--- config.mk ---
export PLATFORM = sky130hd
export DESIGN_NAME = sar_search
export DESIGN_NICKNAME = d
export VERILOG_FILES = /design/src/rtl/sar_pkg.sv /design/src/rtl/sar_search.sv
export SDC_FILE = /design/constraint.sdc
export NUM_CORES = 1
export LEC_CHECK = 0
export BUFFER_PORTS_ARGS = -buffer_cell sky130_fd_sc_hd__buf_2
export CORE_UTILIZATION = 56
export DETAILED_ROUTE_END_ITERATION = 7
export PLACE_DENSITY = 0.88
export SYNTH_ARGS = -nofsm -noshare
export SYNTH_HDL_FRONTEND = slang
export SYNTH_SLANG_ARGS = --single-unit
export TNS_END_PERCENT = 5
--- constraint.sdc ---
create_clock -name clk -period 3.3 [get_ports clk]
set_input_delay 0.165 -clock clk [delete_from_list [all_inputs] [get_ports clk]]
set_output_delay 0.165 -clock clk [all_outputs]
set_load 0.02 [all_outputs]
--- src/rtl/sar_pkg.sv ---
// sar_pkg: shared definitions for the successive-approximation search
// controller. The state enum is used by the RTL. onehot3() classifies
// comparator flags and is shared by the RTL and the bench.
package sar_pkg;

  typedef enum logic [1:0] {
    IDLE = 2'd0,
    TEST = 2'd1,
    DONE = 2'd2
  } state_e;

  // True when exactly one of the three comparator flags is set.
  function automatic logic onehot3(input logic lt, input logic eq, input logic gt);
    return (lt ^ eq ^ gt) & ~(lt & eq & gt);
  endfunction

endpackage

--- src/rtl/sar_search.sv ---
// sar_search: recovers an unknown operand A, MSB first, by driving trial
// values into an external combinational magnitude comparator and reading
// back its lt/eq/gt relation.
//
// Ports:
//   clk, rst         clock (rising edge), async active-high reset
//   start            search request, only honoured in IDLE
//   cmp_lt/eq/gt     comparator relation of A versus trial
//   trial [W-1:0]    registered trial value for the comparator's B side
//   busy             high during TEST cycles
//   done             one-cycle pulse; result/found/err are valid with it
//   result [W-1:0]   recovered A, held until the next accepted start
//   found            search exited on an exact-equal hit
//   err              comparator flags were not one-hot
module sar_search
  import sar_pkg::*;
#(
  parameter int WIDTH = 2
) (
  input  logic             clk,
  input  logic             rst,
  input  logic             start,
  input  logic             cmp_lt,
  input  logic             cmp_eq,
  input  logic             cmp_gt,
  output logic [WIDTH-1:0] trial,
  output logic             busy,
  output logic             done,
  output logic [WIDTH-1:0] result,
  output logic             found,
  output logic             err
);

  localparam int BW = (WIDTH > 1) ? $clog2(WIDTH) : 1;

  state_e           state_q, state_d;
  logic [BW-1:0]    bit_idx_q, bit_idx_d;
  logic [WIDTH-1:0] acc_q, acc_d;
  logic [WIDTH-1:0] trial_q, trial_d;
  logic [WIDTH-1:0] result_q, result_d;
  logic             found_q, found_d;
  logic             err_q, err_d;
  logic [WIDTH-1:0] acc_n;  // accumulator after this cycle's keep/drop

  always_comb begin
    state_d   = state_q;
    bit_idx_d = bit_idx_q;
    acc_d     = acc_q;
    trial_d   = trial_q;
    result_d  = result_q;
    found_d   = found_q;
    err_d     = err_q;
    acc_n     = cmp_gt ? trial_q : acc_q;

    case (state_q)
      IDLE: begin
        trial_d = '0;
        if (start) begin
          state_d   = TEST;
          bit_idx_d = BW'(WIDTH - 1);
          acc_d     = '0;
          trial_d   = WIDTH'(1) << (WIDTH - 1);
          result_d  = '0;
          found_d   = 1'b0;
          err_d     = 1'b0;
        end
      end

      TEST: begin
        if (!onehot3(cmp_lt, cmp_eq, cmp_gt)) begin
          err_d    = 1'b1;
          result_d = '0;
          found_d  = 1'b0;
          state_d  = DONE;
        end else if (cmp_eq) begin
          // Exact hit: the remaining low bits of A are all zero.
          result_d = trial_q;
          found_d  = 1'b1;
          state_d  = DONE;
        end else if (bit_idx_q == '0) begin
          // Only A == 0 reaches here (every other value hits eq first).
          acc_d    = acc_n;
          result_d = acc_n;
          found_d  = 1'b0;
          state_d  = DONE;
        end else begin
          acc_d     = acc_n;
          bit_idx_d = bit_idx_q - BW'(1);
          trial_d   = acc_n | (WIDTH'(1) << (bit_idx_q - BW'(1)));
        end
      end

      DONE: begin
        trial_d = '0;
        state_d = IDLE;
      end

      default: state_d = IDLE;
    endcase
  end

  always_ff @(posedge clk or posedge rst) begin
    if (rst) begin
      state_q   <= IDLE;
      bit_idx_q <= '0;
      acc_q     <= '0;
      trial_q   <= '0;
      result_q  <= '0;
      found_q   <= 1'b0;
      err_q     <= 1'b0;
    end else begin
      state_q   <= state_d;
      bit_idx_q <= bit_idx_d;
      acc_q     <= acc_d;
      trial_q   <= trial_d;
      result_q  <= result_d;
      found_q   <= found_d;
      err_q     <= err_d;
    end
  end

  assign trial  = trial_q;
  assign busy   = (state_q == TEST);
  assign done   = (state_q == DONE);
  assign result = result_q;
  assign found  = found_q;
  assign err    = err_q;

endmodule

# After elaboration in Yosys (flattened, before gate mapping)
# Cells that the tools add are included.
# classes
addsub	1
eq_ne	8
shift	1
mux	31
n_bitwise	7
reduce_logical	8
# ops
operator	count
$mux 2	15
$pmux 2 s2	3
$mux 1	9
$reduce_and 4->1	2
$ne 2x2->1 const B	3
$pmux 1 s2	3
$pmux 2 s3	1
$reduce_and 3->1	2
$ne 2x1->1 const B	2
$ne 4x4->1 const B	1
$and 1x1->1	3
$reduce_bool 3->1	1
$eq 2x1->1 const B	1
$eq 2x2->1 const B	1
$logic_not 2->1	1
$or 2x2->2	1
$reduce_and 2->1	1
$reduce_bool 2->1	1
$shl 1x1->2 const A	1
$xor 1x1->1	2
$not 1->1	1
$sub 1x1->1 const B	1
# word_totals
regBits	11
input_bits	6
out_inout_bits	8

# Longest topological paths before layout
# Gate-level depths: netlist of run 1.
# depth
word_depth	7
ltp_mapped	6

# Worst setup path before layout of run 1
# Ideal clock, no wire load.
# synth_timing
path_type	flip-flop to flip-flop
startpoint	register state_q[1]
endpoint	register trial_q[0] (netlist: trial[0])
arrival_ns	1.570
required_ns	3.235
setup_slack_ns	1.665
path_stages_with_launch	7
path_buffers	1
path_cell_list	dfrtp_1 -> inv_1 -> ha_1 -> clkbuf_1 -> inv_1 -> nor4_1 -> a211o_1
# synth_between
elab_chain_cells	3
word_cells_on_any_way	9
# synth_lines
element	line_no	rtl
from (decl)	sar_search.sv:36	state_e state_q, state_d;
from (signal assigned)	sar_search.sv:112	state_q <= state_d;
$eq 2x1->1 (*)	-	
net busy	sar_search.sv:27	output logic busy,
$ne 2x1->1 (no source line), or another cell as far along	-	
$reduce_and 4->1 (no source line)	-	
to (signal assigned)	sar_search.sv:115	trial_q <= trial_d;
to (decl)	sar_search.sv:39	logic [WIDTH-1:0] trial_q, trial_d;
# The timed path passes the listed nets; every way through them passes the cells marked *.
# A chain may end at the register's enable or synchronous reset.

# Worst setup path after layout of run 1
# layout_timing
startpoint	register state_q[1]
endpoint	register result_q[0] (netlist: result[0])
# layout_between
elab_chain_cells	3
word_cells_on_any_way	7
# layout_lines
element	line_no	rtl
$eq 2x1->1 / $logic_not 2->1 (equally long branches)	sar_search.sv:55	case (state_q)
$ne 4x4->1 (no source line), or another cell as far along	-	
$reduce_and 3->1 (no source line)	-	
to (signal assigned)	sar_search.sv:116	result_q <= result_d;
to (decl)	sar_search.sv:40	logic [WIDTH-1:0] result_q, result_d;
# Several ways; a longest one is shown, not always the timed one.

==> out/metrics.yaml, run 1 <==
power_frac_comb_pct: 51.1
cp_max_fo: 13
grt_pass1_wl_um: 2630
viasPerCell: 5.97
first_pass_iters: 4
nets: 105
drtIter0Drc: 6
dieHeight_um: 38.3
slew_violations: 0
cp_data_required_time_ns: 3.48
synth_area_um2: 737
fp.dieW_um: 38.3
postCtsSetupRepairBufs: 0
fin_tns_setup_ns: 0
hold_violations: 0
start_util_pct: 62.9
met1_usage_pct: 32.8
slowest_delay_ns: 0.44
seqPwrFrac_pct: 33.9
endpoint_kind: "register"
ys_seq_area_share_pct: 37.4
p_leak_nw: 0.424
area_growth_pct: 13.1
p_int_mw: 0.349
grt_usage_pct: 26.9
cpMostUsedCell: "inv_1"
first_global_vias: 615
max_cap_violations: 0
p_clk_share_pct: 15.0
final_area_um2: 833
wl_per_cell_um: 15.2
ir_worst_vdd_uv: 444
synth-seq-cells: 11
worstHoldPathType: "input pin to register"
clkLatencyLatePin_ns: 0.28
startpoint_type: "register"
grt-ovfl-total: 0
grt_max_degree: 14
htreeDepth: 1
cts_tree: "done"
post_cts_resized: 0
antenna_left: 0
netlist_instances: 78
ys_types: 31
numCtsBuffers: 3
antenna_cells: 0
hold_buffers: 1
swShare_pct: 45.7
dieArea_mm2: 0.00146
place_area_um2: 797
power_density_mw_per_mm2: 770
tightest_slew_ns: 0.461
use_met3_pct: 10.5
ys_warn_count: 0
io_pins: 14
drc: 0
crit_slowest_cell: "ha_1"
switching_power_mw: 0.293
setup_violations: 0
syn_area_per_cell_um2: 9.45
grt_util_met2_pct: 43.2
worstSetupPathType: "register to register"
cts_sinks: 11
slew-limit-headroom_pct: 69.3
dpl.hpwl_um: 1150
io_buffers: 13
top_usage_layer: "met2"
finalCriticalPeriod_ns: 1.69
crit_arrival_ns: 1.87
status: "complete, no violations"
fmax_mhz: 591
wl_um: 1620
clkTransAtPathRegs_ns: 0.07
path_cells: "inv_1 > ha_1 > mux2i_1 > inv_1 > nand2_1 > a22o_1"
drive_above_1_share_pct: 25.8
antenna_found_initial: 0
core-area_mm2: 0.00117
cts_root_buf: "clkbuf_4"
rows: 12
cts.path.max_buffers: 2
period_share_pct: 51.3
r2r_setup_slack_ns: 1.61
finalClockSkew_ns: 0.00813
via_count: 639
synth_nets: 89
finalWeightedCongestion: 0.825
rsz0062_at_grt: "no"
## worst paths after layout
path	start	end	cells past startpoint
max in group asynchronous	rst	found	3
hold / removal	start	state_q[0]	3
setup reg to reg	state_q[1]	result[0]	6
setup / recovery	state_q[1]	result[0]	6
hold reg to reg	found	found	1
min in group asynchronous	rst	state_q[0]	3
## power by group through the flow
stage | combinational (mW) | sequential [mW] | clock [mW]
finish | 0.328 | 0.218 | 0.0961
global route | 0.360 | 0.223 | 0.105
CTS | 0.324 | 0.215 | 0.0975
detailed placement | 0.320 | 0.218 | 0
global placement | 0.308 | 0.215 | 0
floorplan | 0.225 | 0.233 | 0
## cell families after synthesis
family                     after synthesis  share of synthesized area, %
DFF                                     11                          37.4
buffers and inverters                   11                          7.13
and+or+nand+nor                         20                          16.3
AOI/OAI and AO/OA                       26                          23.6
adders and majority gates                5                          8.49
muxes                                    5                          7.13
## stage by stage
stage	instances	setup slack (ns)	utilization, %	hold WS [ns]	total power, mW
after floorplan	78	1.67	-	0.0174	0.458
after global placement	102	1.66	68.1	0.173	0.524
after detailed placement	102	1.59	68.1	0.184	0.538
after CTS	107	1.64	71.2	0.226	0.636
after global routing	107	1.50	71.2	0.275	0.688
final	107	1.61	71.2	0.244	0.642
## registers in the layout (all words and copies together), names as in the netlist
name and cells:
bit_idx_q 1, result 2, trial 2, acc_q 2, err 1, state_q 2
found 1
## synthesized netlist by cell type
| cell type | n | area, um^2 |
|---|---|---|
| nor2b_1 | 4 | 25.0 |
| nor2_2 | 2 | 12.5 |
| o21bai_1 | 1 | 7.51 |
| mux2_2 | 2 | 22.5 |
| clkbuf_1 | 1 | 3.75 |
| o31ai_1 | 1 | 7.51 |
| o21ai_1 | 1 | 5.00 |
| a31oi_1 | 1 | 6.26 |
| nor4_1 | 1 | 6.26 |
| and3_1 | 1 | 6.26 |
| nand3_1 | 1 | 5.00 |
| o41ai_1 | 1 | 8.76 |
| nor2_1 | 2 | 7.51 |
| nand2_1 | 5 | 18.8 |
| mux2i_1 | 3 | 30.0 |
| o21ai_0 | 5 | 25.0 |
| a22o_2 | 1 | 10.0 |
| inv_1 | 8 | 30.0 |
| a22oi_1 | 2 | 15.0 |
| a21o_1 | 1 | 7.51 |
| a21oi_1 | 8 | 40.0 |
| ha_1 | 5 | 62.6 |
| nor3b_2 | 1 | 12.5 |
| nand2b_1 | 2 | 12.5 |
| or4b_4 | 1 | 13.8 |
| a22o_1 | 2 | 17.5 |
| dfrtp_1 | 11 | 275 |
| buf_4 | 1 | 7.51 |
| o2111ai_2 | 1 | 15.0 |
| buf_6 | 1 | 11.3 |
| a211o_1 | 1 | 8.76 |
## worst max-delay path, delay by kind of cell, from the launching register on
kind	cells	cell delay (ns)
AO/OA/AOI/OAI	1	0.24
adder cells (fa/ha/maj)	1	0.44
buffers and inverters	2	0.18
flip-flops	1	0.41
multiplexers	1	0.24
AND/OR/NAND/NOR	1	0.09
## cell type report
type | instances | area (um^2)
Multi-Input combinational cell | 56 | 409
Fill cell | 99 | 338
Clock buffer | 4 | 26.3
Inverter | 8 | 30.0
Sequential cell | 11 | 275
Timing Repair Buffer | 14 | 75.1
Tap cell | 14 | 17.5
## cell usage in the layout (no fill, tap or decap), drive strengths merged, types with 2 or more instances in the layout
cell	synthesis	routed
buf	2	13
dfrtp	11	11
inv	8	8
a21oi	8	8
o21ai	6	6
nand2	5	5
ha	5	5
nor2b	4	4
clkbuf	1	4
nor2	4	4
mux2i	3	3
a22o	3	3
nand2b	2	2
mux2	2	2
a22oi	2	2
## metal layers
layer,vias up,routed length (um)
met5,-,0
met4,0,19
met3,4,92
met2,22,734
met1,305,776
li1,308,-
(Power assumes the default switching activity.)
==> run 2: changes to the inputs <==
--- a/config.mk
+++ b/config.mk
@@ -5,10 +5,11 @@
 export SDC_FILE = /design/constraint.sdc
 export NUM_CORES = 1
 export LEC_CHECK = 0
+export ABC_AREA = 1
 export BUFFER_PORTS_ARGS = -buffer_cell sky130_fd_sc_hd__buf_2
-export CORE_UTILIZATION = 56
+export CORE_UTILIZATION = 48
 export DETAILED_ROUTE_END_ITERATION = 7
-export PLACE_DENSITY = 0.88
+export PLACE_DENSITY = 0.8
 export SYNTH_ARGS = -nofsm -noshare
 export SYNTH_HDL_FRONTEND = slang
 export SYNTH_SLANG_ARGS = --single-unit
==> constraint.sdc (replaced) <==
create_clock -name clk -period 1.5 [get_ports clk]
set_input_delay 0.075 -clock clk [delete_from_list [all_inputs] [get_ports clk]]
set_output_delay 0.075 -clock clk [all_outputs]
set_load 0.02 [all_outputs]
==> run 2 against run 1 <==
Compared with the run above: synthesized area increased by 3.9%; worst hold slack worse by 0.18 ns; final area up 7.5%; wire length fell by 10%; critical path depth down 2; synthesized cell count grew 29%; total power grew to 2.5 times the previous value; setup slack lost 1.5 ns; cell count up 27%; die area rose by 20%; critical endpoint is now busy; largest cell class unchanged.
==> out/metrics.yaml, run 2 <==
status: "complete, no violations"
fmax_mhz: 697
wl_per_cell_um: 10.7  # -29%
ys_types: 20  # -35%
final_area_um2: 896  # +7.5%
setup_violations: 0  # unchanged
worstSetupPathType: "register to output port"
dieArea_mm2: 0.00176  # +20%
core-area_mm2: 0.00151  # +29%
numCtsBuffers: 3  # unchanged
htreeDepth: 1  # unchanged
io_buffers: 13  # unchanged
r2r_setup_slack_ns: 0.11  # -1.50 ns
clkLatencyLatePin_ns: 0.28  # about the same
dieHeight_um: 41.9  # +9.6%
slowest_delay_ns: 0.41  # -0.03 ns
power_density_mw_per_mm2: 1800  # +130%
endpoint_kind: "output port"
drive_above_1_share_pct: 28.3  # +2.5 points
cts.path.max_buffers: 2  # unchanged
startpoint_type: "register"
p_total_mw: 1.61  # +150%
synthTopCellsByArea: "dfrtp_1 (36%), nand2_1 (16%), ha_1 (8.2%)"
crit_slowest_cell: "dfrtp_1"
hold_depth: 3  # unchanged
ys_warn_count: 0  # unchanged
clkTransAtPathRegs_ns: 0.07  # about the same
place_area_um2: 855  # +7.2%
io_pins: 14  # unchanged
reg2reg_to: "err"
tightest_slew_ns: 0.411  # -0.0499 ns
grt_max_degree: 12  # -2
setup.worst_path.start: "state_q[1]"
grt_usage_pct: 18.9  # -7.9 points
netlist_instances: 101  # +29%
p_leak_nw: 0.512  # +21%
hp-start: "start"
yosysMostFrequentCell: "nand2_1"
first_global_vias: 604  # -1.8%
cp_data_required_time_ns: 1.42  # -2.06 ns
worstHoldPathType: "input pin to register"
hold_end: "state_q[0]"
first_pass_iters: 4  # unchanged
ys_seq_area_share_pct: 35.9  # -1.4 points
ys.flop_type: "dfrtp_1"
via_count: 690  # +8.0%
seqPwrFrac_pct: 29.1  # -4.8 points
p_clk_share_pct: 13.3  # -1.7 points
hold_violations: 0  # unchanged
max_cap_violations: 0  # unchanged
p_int_mw: 0.840  # +140%
cts_root_buf: "clkbuf_4"
synthArstFlopShare_pct: 100  # unchanged
syn_area_per_cell_um2: 7.58  # -20%
rows: 14  # +2
finalCriticalPeriod_ns: 1.43
drtIter0Drc: 25  # +19
layout_common_cells: "nand2_1 (32), buf_2 (13), inv_1 (12)"
ff2ff_path_depth: 8  # +2
viasPerCell: 5.07  # -15%
path_cells: "inv_1 > ha_2 > buf_4 > buf_2"
slew-limit-headroom_pct: 72.6  # +3.3 points
antenna_cells: 0  # unchanged
dpl.hpwl_um: 1160  # +0.76%
setup_slack_ns: 0.0651  # -1.54 ns
fin_tns_setup_ns: 0  # unchanged
area_growth_pct: 17.0
grt_pass1_wl_um: 2490  # -5.3%
start_util_pct: 50.8  # -12 points
finalWeightedCongestion: 0.846  # +2.6%
synth_nets: 112  # +26%
cts_tree: "done"
antenna_left: 0  # unchanged
swShare_pct: 48.0  # +2.3 points
dpl_worst_slack_ns: 0.104  # -1.49 ns
synth_top_area_share_pct: 35.9  # -1.4 points
switching_power_mw: 0.775  # +160%
crit_arrival_ns: 1.36  # -0.51 ns
cp_max_fo: 6  # -7
postCtsSetupRepairBufs: 0  # unchanged
synthTopCellsByCount: "nand2_1 (33), inv_1 (12), dfrtp_1 (11), nand3_1 (11)"
hold_slack_ns: 0.0617  # -0.183 ns
cts_sinks: 11  # unchanged
grt-ovfl-total: 0  # unchanged
final_common_cell: "nand2_1"
synth_area_um2: 766  # +3.9%
slew_violations: 0  # unchanged
power_frac_comb_pct: 57.6  # +6.5 points
drc: 0  # unchanged
period_share_pct: 95.7
nets: 132  # +26%
r2r-start: "state_q[0]"
fp.dieW_um: 41.9  # +9.6%
synth-seq-cells: 11  # unchanged
synth_enable_flop_cells: 0  # unchanged
wl_um: 1460  # -10%
antenna_found_initial: 0  # unchanged
yosys.area.top_type: "dfrtp_1"
finalClockSkew_ns: 0.00786  # -0.000269 ns
ir_worst_vdd_uv: 920  # +110%
## run 2: critical path: cells and delay by family (launching register included)
| kind | cells | cell delay [ns] |
|---|---|---|
| flops | 1 | 0.41 |
| fa+ha+maj | 1 | 0.23 |
| buf+inv | 3 | 0.43 |
## run 2: cells by family (layout without fill, tap and decap cells)
group	Yosys count	after routing	synth area share [%]
AO/OA/AOI/OAI	7	7	6.54
buffers and inverters	15	34	8.33
AND/OR/NAND/NOR	63	63	41.0
adder cells (fa/ha/maj)	5	5	8.17
flip-flops	11	11	35.9
## run 2: per-stage QoR
stage | std cells | util (%)
2_1_floorplan | 101 | -
3_3_place_gp | 131 | 56.7
3_5_place_dp | 131 | 56.7
4_1_cts | 136 | 59.1
5_1_grt | 136 | 59.5
6_report | 136 | 59.5
## run 2: cell type report
type / count / area (um^2)
well taps: 16 / 20.0
clock buffers: 4 / 26.3
fillers: 148 / 611
inverters: 14 / 52.6
repair buffers: 16 / 90.1
multi-input cells: 75 / 432
flip-flops and latches: 11 / 275
## run 2: repair_timing
action                                  CTS  global route
hold endpoints to repair                 11             0
hold buffers                              1             0
endpoints found under the setup margin    0             7
gates resized for setup                   0             2
## run 2: routing by layer
metal  wire [um]  GRT usage, %  share of wire, %
met4          44          9.68               3.0
met1         654          25.6                45
met2         677          29.4                46
met3          81          2.61               5.6
met5           0             0                 0
## run 2: power groups by stage
stage                     clock, mW  sequential (mW)  combinational, mW
after CTS                     0.213            0.470              0.924
after floorplan                   0            0.528              0.662
after global routing          0.229            0.485               1.03
after global placement            0            0.468              0.900
after detailed placement          0            0.475              0.917
final                         0.215            0.470              0.930
## run 2: how the worst max path moves through the flow
stage / endpoint / cells after the start
2_1_floorplan: err / 8
3_3_place_gp: err / 8
3_5_place_dp: err / 8
4_1_cts: busy / 4
5_1_grt: err / 8
6_report: busy / 4
==> run 3: changes to the inputs <==
--- a/config.mk
+++ b/config.mk
@@ -7,9 +7,10 @@
 export LEC_CHECK = 0
 export ABC_AREA = 1
 export BUFFER_PORTS_ARGS = -buffer_cell sky130_fd_sc_hd__buf_2
-export CORE_UTILIZATION = 48
+export CORE_UTILIZATION = 51
+export CTS_BUF_LIST = sky130_fd_sc_hd__clkbuf_4
 export DETAILED_ROUTE_END_ITERATION = 7
-export PLACE_DENSITY = 0.8
+export PLACE_DENSITY = 0.84
 export SYNTH_ARGS = -nofsm -noshare
 export SYNTH_HDL_FRONTEND = slang
 export SYNTH_SLANG_ARGS = --single-unit
==> run 3 against run 2 <==
Compared with the run above: sequential power down 1%; clock skew down 0.0039 ns; cell count unchanged; first-iteration DRC count down 32%; wire length up 1.6%; worst hold slack worse by 0.0051 ns; flip-flop and latch count unchanged; die area down 5.6%; utilization up 7.4 points; clock-buffer cell count unchanged; sequential share of layout area down 0.26 points; largest cell class unchanged.
==> out/metrics.yaml, run 3 (synthesis results as in run 2) <==
layout_common_cells: "nand2_1 (32), buf_2 (13), inv_1 (12)"
start_util_pct: 56.7  # +5.9 points
nets: 133  # +0.76%
drive_above_1_share_pct: 28.9  # +0.59 points
dpl.hpwl_um: 1170  # +1.1%
path_cells: "inv_1 > ha_1 > buf_4 > buf_2"
io_buffers: 13  # unchanged
clkTransAtPathRegs_ns: 0.08  # about the same
setup.worst_path.start: "state_q[1]"
grt_pass1_wl_um: 2470  # -0.80%
place_area_um2: 853  # -0.15%
period_share_pct: 93.8  # -1.9 points
fin_cells: 136  # unchanged
max_cap_violations: 0  # unchanged
dieArea_mm2: 0.00166  # -5.6%
path_buf_inv: 3  # unchanged
hp-start: "start"
cts_root_buf: "clkbuf_4"
fmax_mhz: 711  # +2.0%
dpl_worst_slack_ns: 0.103  # -0.00143 ns
cp_max_fo: 5  # -1
finalClockSkew_ns: 0.00394  # -0.00392 ns
dieHeight_um: 40.8  # -2.8%
placed_cells: 130  # -0.76%
via_count: 686  # -0.58%
crit_slowest_cell: "dfrtp_1"
p_leak_nw: 0.522  # +1.9%
wl_um: 1480  # +1.6%
final_area_um2: 903  # +0.84%
rsz0062_at_grt: "no"
cts_tree: "done"
area_growth_pct: 18.0
power_density_mw_per_mm2: 1810  # +0.63%
slew-limit-headroom_pct: 70.8  # -1.8 points
antenna_left: 0  # unchanged
grt_max_degree: 12  # unchanged
clkLatencyLatePin_ns: 0.28  # about the same
drc: 0  # unchanged
rows: 13  # -1
setup_slack_ns: 0.0933  # +0.0282 ns
final_common_cell: "nand2_1"
fin_tns_setup_ns: 0  # unchanged
fp.dieW_um: 40.8  # -2.8%
first_global_vias: 630  # +4.3%
htreeDepth: 1  # unchanged
r2r-start: "state_q[0]"
endpoint_kind: "output port"
antenna_cells: 0  # unchanged
worstSetupPathType: "register to output port"
hold_violations: 0  # unchanged
grt-ovfl-total: 0  # unchanged
grt_usage_pct: 23.0  # +4.0 points
setup_violations: 0  # unchanged
wl_per_cell_um: 10.9  # +1.6%
slew_violations: 0  # unchanged
io_pins: 14  # unchanged
tightest_slew_ns: 0.438  # +0.0268 ns
drtIter0Drc: 17  # -32%
numCtsBuffers: 3  # unchanged
cts_sinks: 11  # unchanged
hold_slack_ns: 0.0565  # -0.00514 ns
ir_worst_vdd_uv: 1050  # +15%
finalCriticalPeriod_ns: 1.41  # -0.0282 ns
viasPerCell: 5.04  # -0.58%
cts.path.max_buffers: 2  # unchanged
finalWeightedCongestion: 0.893  # +5.5%
cpLargestDelayFamily: "buffers and inverters"
slowest_delay_ns: 0.41  # about the same
status: "complete, no violations"
fill_cells: 119  # -20%
core-area_mm2: 0.00135  # -10%
worstHoldPathType: "input pin to register"
cp_data_required_time_ns: 1.42  # about the same
antenna_found_initial: 0  # unchanged
crit_arrival_ns: 1.33  # -0.03 ns
first_pass_iters: 4  # unchanged
startpoint_type: "register"
-- run 3: changes by cell type in the layout (fill, tap and decap cells not counted), sizes merged --
cell  before  now
buf       15   16
-- run 3: repair_timing --
action	CTS	global route
endpoints found under the setup margin	0	4
buffers inserted	0	1
endpoints found under the hold margin	11	0
hold buffers	1	0
gates resized for setup	0	1
-- run 3: tightest hold or removal path: cells and delay by family --
family,cells,cell delay (ns)
buffers and inverters,1,0.09
AND/OR/NAND/NOR,2,0.14
-- run 3: area by class of cell --
class / instances / area, um^2 / share of cell area (%)
sequential: 11 / 275 / 30.5
timing repair buffer: 17 / 97.6 / 10.8
tap: 15 / 18.8 / 2.08
clock buffer: 4 / 30.0 / 3.32
multi-input combinational: 75 / 429 / 47.5
inverter: 14 / 52.6 / 5.82
-- run 3: routing by layer --
layer | vias up | GRT usage, % | part of all wire, %
li1 | 357 | - | -
met1 | 310 | 29.0 | 47
met2 | 14 | 37.3 | 48
met3 | 5 | 3.26 | 2.4
met4 | 0 | 12.5 | 2.7
met5 | - | 0 | 0
-- run 3: path summary, 6_finish.rpt --
kind	endpoint	slack, ns	cells past startpoint
worst max-delay path	busy	0.09	4
worst min-delay path	state_q[0]	0.06	3
worst max register to register	err	0.13	8
worst min register to register	found	0.47	2
max in group asynchronous	trial[0]	0.86	3
min in group asynchronous	result[1]	0.33	3
-- run 3: where the power goes --
part	switching (mW)	leakage, nW	internal [mW]
registers	0.0700	0.146	0.395
logic	0.594	0.358	0.349
clock network	0.109	0.0184	0.121
-- run 3: metrics by stage --
step,total power [mW],util (%)
6_report,1.64,66.9
3_3_place_gp,1.37,63.2
2_1_floorplan,1.19,-
3_5_place_dp,1.39,63.2
5_1_grt,1.78,66.9
4_1_cts,1.63,66.2
